`src/rtl/txuartfifo.sv`:
```
// Buffered UART transmitter: a 2^LGFLEN-byte FIFO drained back-to-back with runtime word/parity/stop setup.
// Define TXUFIFO_HWFLOW_EN to gate each character start on a synchronized, active-low i_cts_n.
module txuartfifo #(
    parameter int unsigned LGFLEN        = 4,
    parameter logic [29:0] INITIAL_SETUP = 30'd868
) (
    input  logic            i_clk,
    input  logic            i_reset,
    input  logic [29:0]     i_setup,
    input  logic            i_break,
    input  logic            i_wr,
    input  logic [7:0]      i_data,
    input  logic            i_cts_n,
    output logic            o_uart_tx,
    output logic            o_busy,
    output logic            o_full,
    output logic [LGFLEN:0] o_fill,
    output logic            o_overflow
);

    localparam int unsigned      DEPTH    = 1 << LGFLEN;
    localparam logic [LGFLEN:0]  FILL_ONE = 1;
    localparam logic [LGFLEN:0]  FULL_LVL = {1'b1, {LGFLEN{1'b0}}};
    localparam logic [LGFLEN-1:0] PTR_ONE = 1;

    typedef enum logic [2:0] {
        IDLE, START, DATA, PARITY, STOP1, STOP2, BREAK, GUARD
    } state_t;

    state_t            state, state_n;
    logic [7:0]        fifo_mem [DEPTH];
    logic [LGFLEN-1:0] wr_ptr, rd_ptr;
    logic [LGFLEN:0]   fill_next;
    logic [7:0]        fifo_dout, masked;
    logic              push, pop, empty, gate_open, can_start;
    logic [29:0]       r_setup, cur_setup;
    logic [23:0]       baud_cnt, cpb;
    logic              baud_done;
    logic [7:0]        shreg;
    logic [2:0]        bit_cnt, nbits_m1;
    logic              parity_bit, next_parity;

    assign push      = i_wr && !o_full;
    assign empty     = (o_fill == '0);
    assign fifo_dout = fifo_mem[rd_ptr];

    always_ff @(posedge i_clk) begin
        if (push)
            fifo_mem[wr_ptr] <= i_data;
    end

    always_comb begin
        fill_next = o_fill;
        case ({push, pop})
            2'b10:   fill_next = o_fill + FILL_ONE;
            2'b01:   fill_next = o_fill - FILL_ONE;
            default: fill_next = o_fill;
        endcase
    end

    always_ff @(posedge i_clk or posedge i_reset) begin
        if (i_reset) begin
            wr_ptr     <= '0;
            rd_ptr     <= '0;
            o_fill     <= '0;
            o_full     <= 1'b0;
            o_overflow <= 1'b0;
        end else begin
            if (push)
                wr_ptr <= wr_ptr + PTR_ONE;
            if (pop)
                rd_ptr <= rd_ptr + PTR_ONE;
            o_fill <= fill_next;
            o_full <= (fill_next == FULL_LVL);
            if (i_wr && o_full)
                o_overflow <= 1'b1;
        end
    end

`ifdef TXUFIFO_HWFLOW_EN
    logic [1:0] cts_sync;

    always_ff @(posedge i_clk or posedge i_reset) begin
        if (i_reset)
            cts_sync <= 2'b11;
        else
            cts_sync <= {cts_sync[0], i_cts_n};
    end

    assign gate_open = !cts_sync[1];
`else
    logic unused_cts;

    assign unused_cts = i_cts_n;
    assign gate_open  = 1'b1;
`endif

    // While idle the live setup is used so the character picks up the word in force at pop time.
    assign cur_setup   = (state == IDLE) ? i_setup : r_setup;
    assign cpb         = (cur_setup[23:1] == 23'd0) ? 24'd2 : cur_setup[23:0];
    assign nbits_m1    = 3'd7 - {1'b0, cur_setup[29:28]};
    assign masked      = fifo_dout & (8'hFF >> cur_setup[29:28]);
    assign next_parity = cur_setup[25] ? cur_setup[24] : ((^masked) ^ ~cur_setup[24]);
    assign baud_done   = (baud_cnt == 24'd0);
    assign can_start   = !empty && gate_open;

    always_comb begin
        state_n = state;
        pop     = 1'b0;
        if (i_break) begin
            state_n = BREAK;
        end else begin
            case (state)
                IDLE:   if (can_start) begin state_n = START; pop = 1'b1; end
                START:  if (baud_done) state_n = DATA;
                DATA:   if (baud_done && bit_cnt == 3'd0)
                            state_n = r_setup[26] ? PARITY : STOP1;
                PARITY: if (baud_done) state_n = STOP1;
                STOP1:  if (baud_done) begin
                            if (r_setup[27])   state_n = STOP2;
                            else if (can_start) begin state_n = START; pop = 1'b1; end
                            else               state_n = IDLE;
                        end
                STOP2:  if (baud_done) begin
                            if (can_start) begin state_n = START; pop = 1'b1; end
                            else           state_n = IDLE;
                        end
                BREAK:  state_n = GUARD;
                GUARD:  if (baud_done && bit_cnt == 3'd0) state_n = IDLE;
                default: state_n = IDLE;
            endcase
        end
    end

    // bit_cnt counts data bits during a character and the two guard periods after a break.
    always_ff @(posedge i_clk or posedge i_reset) begin
        if (i_reset) begin
            state      <= IDLE;
            r_setup    <= INITIAL_SETUP;
            baud_cnt   <= '0;
            shreg      <= '0;
            bit_cnt    <= '0;
            parity_bit <= 1'b0;
        end else begin
            state <= state_n;
            if (state == IDLE)
                r_setup <= i_setup;
            if (state_n != state || baud_done)
                baud_cnt <= cpb - 24'd1;
            else
                baud_cnt <= baud_cnt - 24'd1;
            if (pop) begin
                shreg      <= fifo_dout;
                bit_cnt    <= nbits_m1;
                parity_bit <= next_parity;
            end else if (state == DATA && state_n == DATA && baud_done) begin
                shreg   <= shreg >> 1;
                bit_cnt <= bit_cnt - 3'd1;
            end else if (state_n == GUARD && state != GUARD) begin
                bit_cnt <= 3'd1;
            end else if (state == GUARD && state_n == GUARD && baud_done) begin
                bit_cnt <= bit_cnt - 3'd1;
            end
        end
    end

    always_comb begin
        o_uart_tx = 1'b1;
        case (state)
            START, BREAK: o_uart_tx = 1'b0;
            DATA:         o_uart_tx = shreg[0];
            PARITY:       o_uart_tx = parity_bit;
            default:      o_uart_tx = 1'b1;
        endcase
    end

    assign o_busy = (state != IDLE) || !empty;

endmodule

```
`config.mk`:
```
export PLATFORM = sky130hd
export DESIGN_NAME = txuartfifo
export DESIGN_NICKNAME = d
export VERILOG_FILES = /design/src/rtl/txuartfifo.sv
export SDC_FILE = /design/constraint.sdc
export NUM_CORES = 1
export LEC_CHECK = 0
export CELL_PAD_IN_SITES_DETAIL_PLACEMENT = 1
export CELL_PAD_IN_SITES_GLOBAL_PLACEMENT = 2
export CORE_MARGIN = 2
export CORE_UTILIZATION = 43
export CTS_CLUSTER_SIZE = 8
export DETAILED_ROUTE_END_ITERATION = 12
export PLACE_DENSITY_LB_ADDON = 0.1
export REMOVE_ABC_BUFFERS = 1
export SYNTH_ARGS = -nofsm -noshare
export SYNTH_HDL_FRONTEND = slang
export SYNTH_SLANG_ARGS = --single-unit
```
`constraint.sdc`:
```
create_clock -name i_clk -period 5.9 [get_ports i_clk]
set_clock_uncertainty 0.05 [all_clocks]
set_input_delay 0.885 -clock i_clk [delete_from_list [all_inputs] [get_ports i_clk]]
set_output_delay 0.885 -clock i_clk [all_outputs]
set_load 0.01 [all_outputs]
```
Yosys cells after proc, flatten, opt, wreduce, memory -nomap -nowiden

Memory sizes are Yosys's and may differ from the RTL's.
Index checks and enable logic that the tools add are counted.

Output and inout bits: 9
Logic and storage cells: 93
Memories kept: 1
Flip-flop bits (word level): 84
RAM bits: 128
Input port bits: 43

Reductions and logical operators: 22
Equal/unequal tests: 14
Bitwise operators: 3
Shift-type cells: 1
$add $sub $neg: 8
Multiplexer cells: 32

Memory list:

| memory   | words | bits a word | rd ports | clocked after memory_dff | wr ports | line | text |
|---|---|---|---|---|---|---|---|
| fifo_mem | 16    | 8           | 1        | 0                        | 1        | 31   | `logic [7:0] fifo_mem [DEPTH];` |

Operators by type and width:

| operator              | number |
|---|---|
| $mux 24               | 2 |
| $sub 24x1->24 const B | 2 |
| $mux 3                | 14 |
| $mux 30               | 1 |
| $logic_not 24->1      | 1 |
| $pmux 3 s8            | 1 |
| $logic_not 23->1      | 1 |
| $mux 8                | 2 |
| $eq 3x3->1 const B    | 5 |
| $pmux 5 s2            | 1 |
| $eq 3x2->1 const B    | 3 |
| $mux 1                | 9 |
| $add 4x1->4 const B   | 2 |
| $and 8x8->8           | 1 |
| $logic_and 1x1->1     | 8 |
| $reduce_xor 8->1      | 1 |
| $shr 8x2->8 const A   | 1 |
| $logic_not 3->1       | 2 |
| $pmux 1 s3            | 2 |
| $add 5x1->5 const B   | 1 |
| $eq 5x5->1 const B    | 1 |
| $logic_not 5->1       | 1 |
| $sub 5x1->5 const B   | 1 |
| $reduce_bool 4->1     | 1 |
| 14 further kinds      | 16 |

Longest topological paths before layout

Gate-level depths: netlist of the first run.

Depth after elaboration: 13
Mapped depth: 20
Mapped depth without buffers: 17

Worst setup path after synthesis of the first run

OpenSTA, ideal clock, no wires.

Path kind: register to register
Start: register baud_cnt[3]
End: register baud_cnt[14]
Arrival time: 4618 ps
Setup slack: 1096 ps
Data required time: 5713 ps
Library setup time: 137 ps
Period minus slack after synthesis: 4804 ps
Buffers on the path: 3
Cell stages (with the launch flop): 19
Cell sequence: dfrtp_1 or4_1 or4_4 o211a_1 a311oi_2 nor3_1 o21ai_4 buf_2 buf_1 o21ai_0 o21ai_0 ha_1 clkbuf_1 nand2b_1 or2_2 mux2i_1 nand2b_1 a221oi_1 a21oi_1

Longest elaborated chain between the ends: 8
Elaborated cells between the ends (all ways): 14
Classes of those cells: add/sub: 1; eq/ne: 1; mux: 9; reduce/logical: 3

Ends and longest elaborated chain:

| element                          | line     | text |
|---|---|---|
| from (decl)                      | 37       | `logic [23:0] baud_cnt, cpb;` |
| from (signal assigned)           | 149      | `baud_cnt <= cpb - 24'd1;` |
| from (signal assigned)           | 151      | `baud_cnt <= baud_cnt - 24'd1;` |
| $logic_not 24->1                 | 104      | `assign baud_done = (baud_cnt == 24'd0);` |
| $logic_and 1x1->1                | 116, 129 |  |
| $mux 3, on equally long branches | 129, 116 |  |
| $pmux 3 s8                       | 113      | `case (state)` |
| $mux 3                           | 110      | `if (i_break) begin` |
| $ne 3x3->1                       | 148      | `if (state_n != state \|\| baud_done)` |
| $logic_or 1x1->1                 | 148      |  |
| $mux 24 *                        | 148      |  |

Mark *: on every way between the ends. The rest lies on a longest branch, timed or not.
A chain may end at the register's enable or synchronous reset.

Worst setup path after layout of the first run

Ends and elaborated chain as after synthesis.

==> results of run 1 <==
[stage by stage]
stage / setup WS [ns] / hold slack [ns]
after floorplan: -1.085 / 0.3992
after global placement: 1.046 / 0.3893
after detailed placement: 0.9387 / 0.4048
after CTS: 0.8822 / 0.4216
after global routing: 0.5162 / 0.4425
final: 0.9627 / 0.4105
[layer usage]
| layer | vias up | track usage |
|---|---|---|
| met5 | - | 0 |
| met4 | 0 | 0.05026 |
| met3 | 35 | 0.02802 |
| met2 | 94 | 0.3554 |
| met1 | 3044 | 0.2368 |
| li1 | 2875 | - |
[power groups by stage]
stage	Combinational [mW]	Sequential (mW)	Clock (mW)
after floorplan	0.502	1.92	0
after global placement	0.744	1.93	0
after detailed placement	0.774	1.94	0
after CTS	0.781	1.92	1.60
after global routing	0.857	1.94	1.66
final	0.763	1.92	1.56
[flip-flops by register name, summed over array words and instances, names as in the netlist]
signal / cells
baud_cnt: 24
bit_cnt: 3
fifo_mem: 128
o_fill: 5
o_full: 1
o_overflow: 1
parity_bit: 1
r_setup: 30
rd_ptr: 4
shreg: 8
state: 3
wr_ptr: 4
[cell type report]
| class | instances | share of cell area |
|---|---|---|
| multi-input combinational | 464 | 0.3118 |
| sequential | 212 | 0.5189 |
| timing repair buffer | 62 | 0.05257 |
| inverter | 32 | 0.01058 |
| clock buffer | 50 | 0.07198 |
| clock inverter | 2 | 0.003054 |
| tap | 285 | 0.03108 |
[cell families (layout without fill, tap and decap cells)]
kind of cell / Yosys count / in the layout / share of synthesized area
flip-flops: 212 / 212 / 0.6090
buffers and inverters: 66 / 146 / 0.02650
AO/OA/AOI/OAI: 114 / 114 / 0.08040
multiplexers: 106 / 106 / 0.1324
XOR/XNOR: 45 / 45 / 0.04174
adder cells (fa/ha/maj): 13 / 13 / 0.01741
AND/OR/NAND/NOR: 186 / 186 / 0.09256
[synthesized netlist by cell type (9+ instances only)]
cell type	n
edfxtp_1	128
dfrtp_1	79
mux2i_1	68
nand2_1	56
nor2_1	41
o21ai_0	41
inv_1	32
xnor2_1	28
nor3_1	25
clkbuf_1	21
mux2_2	20
a221oi_1	18
mux4_2	16
xor2_1	16
nor4_1	14
a21oi_1	13
ha_1	12
a22oi_1	9
buf_2	9
nand2b_1	9
nand3_1	9
[worst paths after layout]
kind                        startpoint           end  slack [ns]
hold reg to reg             o_overflow    o_overflow        0.41
min in group asynchronous      i_reset    r_setup[7]        0.71
setup / recovery           baud_cnt[3]  baud_cnt[14]        0.96
setup reg to reg           baud_cnt[3]  baud_cnt[14]        0.96
hold / removal              o_overflow    o_overflow        0.41
max in group asynchronous      i_reset     rd_ptr[0]        4.01
[critical path: cells and delay by family (launching register included)]
| family | cells | cell delay (ns) |
|---|---|---|
| simple gates | 7 | 2.35 |
| compound gates | 6 | 0.96 |
| buf+inv | 2 | 0.46 |
| flops | 1 | 0.41 |
| mux | 1 | 0.35 |
| fa+ha+maj | 1 | 0.20 |
==> results.md, run 1 <==
- Crit. End Element: flip-flop
- Metal2 WL: ~12000 um
- Slowest stage cell, crit path: or4_1
- Count of final setup violators: 0
- Setup TNS: 0 ns
- Largest net degree at the start of global routing: 49
- Final core occ: 0.5098
- First-pass GRT wire length: between 30000 and 40000 um
- Core area: around 23000 um2
- Power density over the cells: 369.6 nW/um2
- Clock group share of total power: 0.368
- Commonest non-fill, non-tap cell in the layout: edfxtp_1
- # hold bufs at CTS: 0
- Rows: 55
- Hold Path Cell Cnt: 1
- Area share of the largest cell type after synthesis: 0.3933
- Crit path launch type: flip-flop
- Post-DP Area: ~11000 um2
- Drt drc: 0
- Final Total Pwr: about 4.2 mW
- Vias post-DR: 6048
- Post-Syn Area: approximately 9800 um2
- Die Height: 154.8 um
- DP Cell Count: roughly 1100
- Worst IR drop on VDD: 246.8 uV
- Fmax: ~200 MHz
- Comb power frac: 0.180
- Async SR Flop Fraction: 0.3962
- Remaining Overflow, GRT: 0
- Clock buffers created by TritonCTS: 30
- Die X: around 150 um
- DR WL/cell: 20.16 um
- Pint: roughly 3 mW
- Register-to-Register Path Depth: 17
- Commonest non-fill, non-tap cells in the layout: edfxtp_1, dfrtp_1, mux2i_1
- Initial antenna violation count: 0
- Fin cells: 1107
- Starting Density: 0.4343
- Max-cap violations: 0
- Clock Pin Slew Worst Setup and Hold Paths: roughly 0.050 ns
- Dominant cell type by area after synthesis: edfxtp_1
- CP cell instances: or4_1 > or4_4 > nor4_1 > o2bb2ai_1 > nor3_1 > o21ai_4 > buf_4 > o21ai_0 > o21ai_0 > ha_1 > buf_4 > nand2b_1 > or2_2 > mux2i_1 > nand2b_1 > a221oi_1 > a21oi_1
- Status: completed
- Hold Violations, Final: 0
- Yosys Warn Count: 0
- Total GRT Usage: 0.1926
- Worst Path Required: 6.26 ns
- Psw: 1.180 mW
- Leakage power: 4.431 nW
- Root Buffer: clkbuf_16
- H-tree levels: 1
- Finished Cell Area: between 10000 and 15000 um2
- Die Footprint: 23950 um2
- Top_reg_cell synth: edfxtp_1
- Met3 WL: between 700 and 800 um
- Crit path time final: 4.937 ns
- Sequential share of power: 0.452
- HPWL Detailed: 15500 um
- Uppermost layer routed: met4
- Tightest Hold Check Type: flip-flop to flip-flop
- GP Congestion: 0.7961
- Mean Syn Cell Area: around 13 um2
- Multi-input gate area in the final layout: between 3000 and 4000 um2
- CP peak stage delay: 0.65 ns
- Switching Share: 0.2782
- Synth Instances: ~740
- Seq cells post-synth: 212
- Synth area leaders: edfxtp_1, dfrtp_1, mux2i_1
- Vias in the first global route: just under 7000
- Slew Limit Fails: 0
- PortBufs: 50
- ANT cells: 0
- Clk_lat worst skew: about 0.56 ns
- Number of synthesized flops with an enable pin: 128
- Vias per inst: 5.463
- Critical Path Fanout Max: 25
- Nets@finish: 858
- M1 WL: between 9000 and 10000 um
- Antenna-violating nets left: 0
- Critical path type: flip-flop to flip-flop
- Clk sink count: 212
- Worst slew margin: 0.1634
- Layout cells sized above 1: 0.1314
- Period utilisation layout: 0.8368
- Starting DRT DRC Count: roughly 180
- Synth unique cells: 59
- Post-CTS Setup Inserts: 0
- I/O pins: 52
- WP data arrival: 5.29 ns
- PostCTS Resize Cnt: 0
- Filler instances: 2281
- Drt total wl: 22310 um
- CTS max path bufs: 3
- CTS tree: built
- Register area: between 5000 and 6000 um2
- Slew @ Worst Pin: 1.245 ns
- RSZ-0062 raised after global routing: no
- Area grow syn2layout: 17.39%
- Sequential share of the synthesized area: 0.6090
- DRT Pass-1 Iters: 4
Power figures use the tool's default switching activity.
==> run 2: changes to the inputs <==
Settings changed: CORE_UTILIZATION 43 to 38.
Clock period 5.9 ns to 4.4 ns, I/O delays scaled along.
==> results.md, run 2 (same netlist as run 1, synthesis figures left out) <==
- PortBufs: 50
- M1 WL: around 10000 um
- Crit path launch type: flip-flop
- Clock Pin Slew Worst Setup and Hold Paths: 0.05 ns
- Leakage power: ~4.5 nW
- CTS tree: built
- DRT Pass-1 Iters: 4
- Hold Path Cell Cnt: 1
- Die Footprint: around 27000 um2
- Nets@finish: 870
- Slowest stage cell, crit path: or4_4
- Commonest non-fill, non-tap cell in the layout: edfxtp_1
- Rows: slightly below 60
- CP cell instances: or4_1 > or4_4 > o211a_1 > a311oi_2 > nor3_2 > o21ai_4 > o21ai_1 > o21ai_1 > ha_2 > nand2b_1 > or2_2 > mux2i_1 > buf_4 > nand2b_1 > a221oi_2 > a21oi_1
- Vias in the first global route: 6742
- Worst Path Required: 4.75 ns
- Vias per inst: approximately 5.2
- Slew Limit Fails: 0
- Hold Violations, Final: 0
- Power density over the cells: between 400 and 500 nW/um2
- Core area: between 20000 and 30000 um2
- H-tree levels: 1
- Count of final setup violators: 0
- Remaining Overflow, GRT: 0
- Critical path type: flip-flop to flip-flop
- CP peak stage delay: 0.57 ns
- First-pass GRT wire length: ~37000 um
- Worst slew margin: 0.3273
- DR WL/cell: about 20 um
- Crit path time final: ~4 ns
- Vias post-DR: roughly 6100
- Largest net degree at the start of global routing: between 50 and 60
- ANT cells: 0
- WP data arrival: roughly 4.5 ns
- Initial antenna violation count: 0
- Worst IR drop on VDD: around 330 uV
- Clk_lat worst skew: 0.56 ns
- Starting DRT DRC Count: roughly 340
- # hold bufs at CTS: 0
- CTS max path bufs: 3
- Antenna-violating nets left: 0
- Commonest non-fill, non-tap cells in the layout: edfxtp_1, dfrtp_1, mux2i_1
- Drt drc: 0
- Largest register FFs: between 100 and 150
- GP Congestion: between 0.7 and 0.8
- Starting Density: 0.3881
- Fmax: approximately 240 MHz
- Period utilisation layout: 0.9369
- Critical Path Fanout Max: 6
- I/O pins: between 50 and 60
- CP top delay family: simple AND/OR/NAND/NOR gates
- HPWL Detailed: between 15000 and 20000 um
- RSZ-0062 raised after global routing: no
- Register-to-Register Path Depth: 16
- Largest reg by FF count: fifo_mem
- Status: completed
- Slew @ Worst Pin: approximately 1.0 ns
- Die Height: about 160 um
- Crit. End Element: flip-flop
- Uppermost layer routed: met4
- Die X: roughly 160 um
- Clk sink count: roughly 210
- Tightest Hold Check Type: flip-flop to flip-flop
- Final Worst Setup Slack: 0.2776 ns
- Max-cap violations: 0
- Met3 WL: just over 900 um
- Root Buffer: clkbuf_16
- Layout cells sized above 1: 0.1487
- Clock buffers created by TritonCTS: 30
- Largest regs: fifo_mem (128), r_setup (30), baud_cnt (24)
- Drt total wl: between 20000 and 25000 um
- Buffers & Inverters on Critical Path: 1
- Total GRT Usage: 0.1779
- Area grow syn2layout: 19.31%
- Critical Path Stages: 16
- Setup TNS: 0 ns
- Dpl ws: approximately 0.086 ns
- Metal2 WL: around 12000 um
run 2: changes by cell type in the layout (fill, tap and decap cells not counted), sizes merged:
cell | before | now
clkbuf | 50 | 51
clkinv | 3 | 2
buf | 12 | 24
run 2: routing by layer:
layer	track usage	up-vias
li1	-	2901
met1	0.2303	3049
met2	0.3125	96
met3	0.02687	24
met4	0.04743	0
met5	0	-
run 2: worst paths after layout:
path | from | end | slack [ns]
max | baud_cnt[9] | baud_cnt[14] | 0.28
min | o_overflow | o_overflow | 0.42
max reg2reg | baud_cnt[9] | baud_cnt[14] | 0.28
min reg2reg | o_overflow | o_overflow | 0.42
max in group asynchronous | i_reset | r_setup[8] | 2.92
min in group asynchronous | i_reset | r_setup[18] | 0.50
run 2: stage by stage:
step / total power [mW] / utilization / hold slack (ns) / instances / area [um2]
finish: 5.742 / 0.4630 / 0.4179 / 1164 / 11660
global route: 6.055 / 0.4630 / 0.4464 / 1164 / 11660
CTS: 5.826 / 0.4609 / 0.4260 / 1161 / 11610
detailed placement: 3.679 / 0.4264 / 0.4092 / 1109 / 10740
global placement: 3.621 / 0.4264 / 0.3935 / 1109 / 10740
floorplan: 3.246 / - / 0.3992 / 708 / 9634
run 2: area by class of cell:
| cell class | count | area (um2) |
|---|---|---|
| sequential | 212 | 5953 |
| clock inverter | 1 | 30.03 |
| timing repair buffer | 74 | 705.7 |
| tap | 330 | 412.9 |
| clock buffer | 51 | 839.6 |
| fill | 2571 | 13520 |
| multi-input combinational | 464 | 3597 |
| inverter | 32 | 121.4 |
run 2: where the power goes:
| group | internal, mW | total [mW] | switching [mW] |
|---|---|---|---|
| Combinational | 0.482 | 1.08 | 0.599 |
| Clock | 1.28 | 2.11 | 0.826 |
| Sequential | 2.38 | 2.55 | 0.170 |
| Total | 4.15 | 5.74 | 1.60 |
run 2: timing repair:
action / 4_1_cts / 5_1_grt
buffers inserted: 0 / 3
setup endpoints to repair: 0 / 11
resized for setup: 0 / 8
